$ cat config.mk
export PLATFORM = sky130hd
export DESIGN_NAME = rx_line_buffer
export DESIGN_NICKNAME = d
export VERILOG_FILES = /design/src/rtl/rx_pkg.sv /design/src/rtl/rx_char_ram.sv /design/src/rtl/rx_line_buffer.sv
export SDC_FILE = /design/constraint.sdc
export NUM_CORES = 1
export LEC_CHECK = 0
export ABC_AREA = 0
export ABC_CLOCK_PERIOD_IN_PS = 3100
export CORE_UTILIZATION = 55
export CTS_BUF_LIST = sky130_fd_sc_hd__clkbuf_16
export CTS_CLUSTER_SIZE = 16
export DETAILED_ROUTE_END_ITERATION = 10
export PLACE_DENSITY = 0.87
export RECOVER_POWER = 100
export SLEW_MARGIN = 20
export SYNTH_ARGS = -nofsm -noshare
export SYNTH_HDL_FRONTEND = slang
export SYNTH_SLANG_ARGS = --single-unit
$ cat constraint.sdc
create_clock -name clk -period 3.1 [get_ports clk]
set_clock_uncertainty 0.1 [all_clocks]
set_input_delay 0.31 -clock clk [delete_from_list [all_inputs] [get_ports clk]]
set_output_delay 0.31 -clock clk [all_outputs]
set_load 0.03 [all_outputs]
$ cat src/rtl/rx_pkg.sv
// rx_pkg: shared state type, character codes and default depth for the RX line buffer
package rx_pkg;
  typedef enum logic {IDLE, CLEAR} state_t;
  localparam logic [7:0] CH_BS = 8'h08;
  localparam logic [7:0] CH_CR = 8'h0D;
  localparam logic [7:0] CH_SP = 8'h20;
  localparam logic [7:0] CH_TILDE = 8'h7E;
  localparam int DEPTH_DEF = 16;
endpackage

$ cat src/rtl/rx_char_ram.sv
// rx_char_ram: DEPTH x 8 character store, one write port and one registered read port
module rx_char_ram #(
  parameter int DEPTH = 16,
  parameter int AW = $clog2(DEPTH)
) (
  input  logic          clk,
  input  logic          we,
  input  logic [AW-1:0] waddr,
  input  logic [7:0]    wdata,
  input  logic [AW-1:0] raddr,
  output logic [7:0]    rdata
);
  logic [7:0] mem [DEPTH];
  // write when enabled; read data registered, old data on same-address collision
  always_ff @(posedge clk) begin
    if (we) mem[waddr] <= wdata;
    rdata <= mem[raddr];
  end
endmodule

$ cat src/rtl/rx_line_buffer.sv
// rx_line_buffer: UART line editor with backspace, CR/clear sweep and optional echo (RX_ECHO_EN)
module rx_line_buffer
  import rx_pkg::*;
#(
  parameter int DEPTH = DEPTH_DEF
) (
  input  logic                     clk,
  input  logic                     rst,
  input  logic [7:0]               rx_data,
  input  logic                     rx_we,
  input  logic                     clr,
  input  logic [$clog2(DEPTH)-1:0] rd_addr,
  output logic [7:0]               rd_char,
  output logic [$clog2(DEPTH):0]   line_len,
  output logic [7:0]               last_char,
  output logic                     line_done,
  output logic                     busy,
  output logic                     overflow,
  input  logic                     tx_busy,
  output logic [7:0]               tx_data,
  output logic                     tx_start
);
  localparam int AW = $clog2(DEPTH);
  localparam int LW = AW + 1;
  state_t state;
  logic [AW-1:0] idx;
  logic rd_ok;
  logic [7:0] ram_q;
  logic [6:0] c;
  logic is_pr, is_bs, is_cr, full, wr_char, ram_we;
  logic [AW-1:0] ram_addr;
  logic [7:0] ram_d;
  assign c = rx_data[6:0];
  assign is_pr = c >= CH_SP[6:0] && c <= CH_TILDE[6:0];
  assign is_bs = c == CH_BS[6:0];
  assign is_cr = c == CH_CR[6:0];
  assign full = line_len == LW'(DEPTH);
  assign busy = state == CLEAR;
  // storage write port: accepted character in IDLE, zero sweep in CLEAR
  always_comb begin
    wr_char = state == IDLE && !clr && rx_we && is_pr && !full;
    ram_we = wr_char || state == CLEAR;
    ram_addr = state == CLEAR ? idx : line_len[AW-1:0];
    ram_d = state == CLEAR ? 8'h00 : rx_data;
  end
  rx_char_ram #(.DEPTH(DEPTH)) u_ram (
    .clk(clk), .we(ram_we), .waddr(ram_addr), .wdata(ram_d),
    .raddr(rd_addr), .rdata(ram_q)
  );
  assign rd_char = rd_ok ? ram_q : 8'h00;
  // line editing FSM: IDLE accepts bytes, CLEAR zeroes one entry per cycle
  always_ff @(posedge clk or posedge rst) begin
    if (rst) begin
      state <= IDLE;
      idx <= '0;
      line_len <= '0;
      last_char <= 8'h00;
      line_done <= 1'b0;
      overflow <= 1'b0;
      rd_ok <= 1'b0;
    end else begin
      line_done <= 1'b0;
      rd_ok <= {1'b0, rd_addr} < line_len;
      if (state == IDLE) begin
        if (clr) begin
          state <= CLEAR;
          idx <= '0;
          line_len <= '0;
          overflow <= rx_we;
        end else if (rx_we) begin
          if (is_pr) begin
            if (full) overflow <= 1'b1;
            else begin
              line_len <= line_len + 1'b1;
              last_char <= rx_data;
            end
          end else if (is_bs) begin
            if (line_len != '0) line_len <= line_len - 1'b1;
          end else if (is_cr) begin
            line_done <= 1'b1;
            state <= CLEAR;
            idx <= '0;
            line_len <= '0;
          end
        end
      end else begin
        if (rx_we) overflow <= 1'b1;
        idx <= idx + 1'b1;
        if (idx == AW'(DEPTH - 1)) state <= IDLE;
      end
    end
  end
`ifdef RX_ECHO_EN
  logic acc, pend_v;
  logic [7:0] pend_d;
  assign acc = state == IDLE && !clr && rx_we && ((is_pr && !full) || is_bs || is_cr);
  // echo accepted bytes, holding one byte while the transmitter is busy
  always_ff @(posedge clk or posedge rst) begin
    if (rst) begin
      tx_start <= 1'b0;
      tx_data <= 8'h00;
      pend_v <= 1'b0;
      pend_d <= 8'h00;
    end else begin
      tx_start <= 1'b0;
      if (pend_v) begin
        if (!tx_busy) begin
          tx_start <= 1'b1;
          tx_data <= pend_d;
          pend_v <= 1'b0;
        end
      end else if (acc) begin
        if (!tx_busy) begin
          tx_start <= 1'b1;
          tx_data <= rx_data;
        end else begin
          pend_v <= 1'b1;
          pend_d <= rx_data;
        end
      end
    end
  end
`else
  logic unused_tx_busy;
  assign unused_tx_busy = tx_busy;
  assign tx_start = 1'b0;
  assign tx_data = 8'h00;
`endif
endmodule

==> flow_summary_export.csv <==
group,metric,value,unit
outcome,status,"finished, violations left",
power_and_ir_drop,p_leak,2.738,nW
setup_path,cp_max_fo,8,
setup_path,cp-end-kind,"register",
place,numPortBuffers,39,
final_layout,layout_common_cells,"edfxtp_1 (128), nor2_1 (33), dlygate4sd3_1 (27)",
logic_synthesis,async_flop_share,13.38,%
timing,fmax,354.9,MHz
job,drv_cap,0,
die,start_util,57.32,%
final_layout,design_area,7722,um^2
timing,period_share,90.90,%
worst_hold_path,hold_path_class,"in2async",
timing,hold_violations,0,
clock_network,cts_inserted_buffers,17,
setup_path,r2r_cells,6,
timing,rsz0062_at_grt,"no",
die,row_count,39,
clock_network,holdBufCountCts,0,
logic_synthesis,synth-edff-count,128,
die,core_area,11610,um^2
timing,tightest_slew,935.4,ps
die,chipWidth,112.0,um
grt,grt_pass1_wl,21.72,mm
logic_synthesis,synth-seq-cells,157,
clock_network,cts_tree,"done",
logic_synthesis,synthesis.area,6656,um^2
die,num_io_pins,50,
final_layout,layout-drive-gt1-share,13.90,%
place,dp_cells,557,
grt,grt_max_degree,34,
timing,setup_viol,0,
place,dp_hpwl,9.067,mm
logic_synthesis,synth_top_area_cell,"edfxtp_1",
logic_synthesis,yosys-top-cells-area,"edfxtp_1 (58%), mux4_1 (9.1%), dfrtp_1 (7.9%)",
grt,grt_usage,24.47,%
drt,drc,6,
power_and_ir_drop,ir_drop,0.0005439,V
logic_synthesis,synthFlopType,"edfxtp_1",
timing,finalCriticalPeriod,2818,ps
setup_path,cp.depth,6,
clock_network,clk_pin_slew,60,ps
die,chipHeight,112.0,um
clock_network,cts-htree-levels,4,
grt,grt-ovfl-total,0,
place,gp_congestion,0.8937,
logic_synthesis,synth_warnings,0,
drt,drtIter0Drc,291,
setup_path,worstPathArrival,2760,ps
final_layout,final-instance-count-excl-fill,590,
drt,num_vias,3723,
final_layout,fillers,761,
clock_network,cts_buffer_depth,2,
logic_synthesis,yosysSeqAreaShare,68.05,%
setup_path,critical_path_class,"reg2reg",
final_layout,fin_nets,456,
logic_synthesis,yosysUniqueCellTypes,47,
setup_path,cpPeakStageDelay,750,ps
setup_path,start_kind,"register",
drt,viasPerCell,6.310,
clock_network,clockRootBuffer,"clkbuf_16",
die,dieArea,12550,um^2
place,place_area,7196,um^2
clock_network,clk_latency,420,ps
clock_network,postCtsSetupRepairBufs,0,
logic_synthesis,netlist_instances,376,
timing,fin_ws,282.2,ps
power_and_ir_drop,p_per_area,873.4,nW/um^2
timing,slew_viol_final,0,
place,pre_cts_ws,131.2,ps
grt,antenna_found_initial,1,
timing,maxSlewHeadroom,37.64,%
drt,totalWireLength,14.25,mm
setup_path,crit_buf_inv,1,
clock_network,clock-sinks,157,
setup_path,cp_data_required_time,3040,ps
timing,fin_setup_tns,0,ps
outcome,violations,"DRC",
setup_path,crit_family,"simple AND/OR/NAND/NOR gates",
setup_path,path_cells,"inv_1 > ha_1 > nand3_1 > and4_1 > a31oi_1 > nor2_1",
final_layout,syn_to_final_growth,16.02,%
drt,wl_per_cell,24.15,um
grt,grt_pass1_vias,3806,
drt,first_pass_iters,10,
timing,fin_hold_ws,398.6,ps
clock_network,post_cts_resized,0,
setup_path,crit_slowest_cell,"nor2_1",
final_layout,layout_commonest_cell,"edfxtp_1",
logic_synthesis,avgSynthCellArea,17.70,um^2
logic_synthesis,yosysTopAreaCellShare,57.74,%
drt,antenna_left,0,
-- stage by stage --
step           power (mW)  util, %
2_1_floorplan       4.142        -
3_3_place_gp        4.678    61.96
3_5_place_dp        4.788    61.96
4_1_cts             6.846    66.97
5_1_grt             6.997    66.47
6_report            6.744    66.49
-- cell usage after synthesis (all sizes together), types with 8 or more instances --
master and count:
edfxtp 128, mux4 40, nor2 33, dfrtp 21
buf 20, and2 10, inv 10, mux2 10
o21ai 10, nand2 9, nor2b 9, dfxtp 8
nand3 8
-- area by class of cell --
type                       count  area (um^2)  share of cell area [%]
tap                          143        178.9                   2.317
clock buffer                  17        425.4                   5.509
inverter                      10        37.54                  0.4861
timing repair buffer          54        470.5                   6.092
clock inverter                15        156.4                   2.025
sequential                   157         4529                   58.65
multi-input combinational    193         1922                   24.89
antenna                        1        2.502                 0.03240
-- flip-flops by register name, summed over array words and instances (netlist names) --
name         count
u_ram.rdata      8
rd_ok            1
u_ram.mem      128
line_len         5
busy             1
idx              4
overflow         1
line_done        1
last_char        8
-- per-layer routing --
layer / share of wire, % / global-route usage (%) / up-vias
met3: 7.8 / 6.911 / 26
met2: 51 / 40.58 / 206
li1: - / - / 1595
met4: 3.1 / 11.02 / 0
met5: 0 / 0 / -
met1: 38 / 30.29 / 1896
-- power by group --
group          internal, mW  switching (mW)
clock network          1.25           0.794
registers              2.85           0.236
logic                 0.606            1.02
total                  4.70            2.04
-- path summary, 6_finish.rpt --
kind | start | to | slack, ps
max reg2reg | line_len[0] | u_ram.mem[6][7] | 280
min reg2reg | last_char[7] | last_char[7] | 400
max in group asynchronous | rst | busy | 1980
max | line_len[0] | u_ram.mem[6][7] | 280
min | rst | idx[2] | 400
min in group clk | last_char[7] | last_char[7] | 400
-- kinds of logic after synthesis --
| logic type | count (synthesis) | share of synthesized area, % |
|---|---|---|
| other | 1 | 0.05634 |
| buffers and inverters | 34 | 3.271 |
| flip-flops | 157 | 68.05 |
| AND/OR/NAND/NOR | 85 | 6.353 |
| adder cells (fa/ha/maj) | 6 | 1.128 |
| multiplexers | 53 | 16.97 |
| AO/OA/AOI/OAI | 38 | 3.910 |
| XOR/XNOR | 2 | 0.2632 |
(Power assumes the default switching activity.)
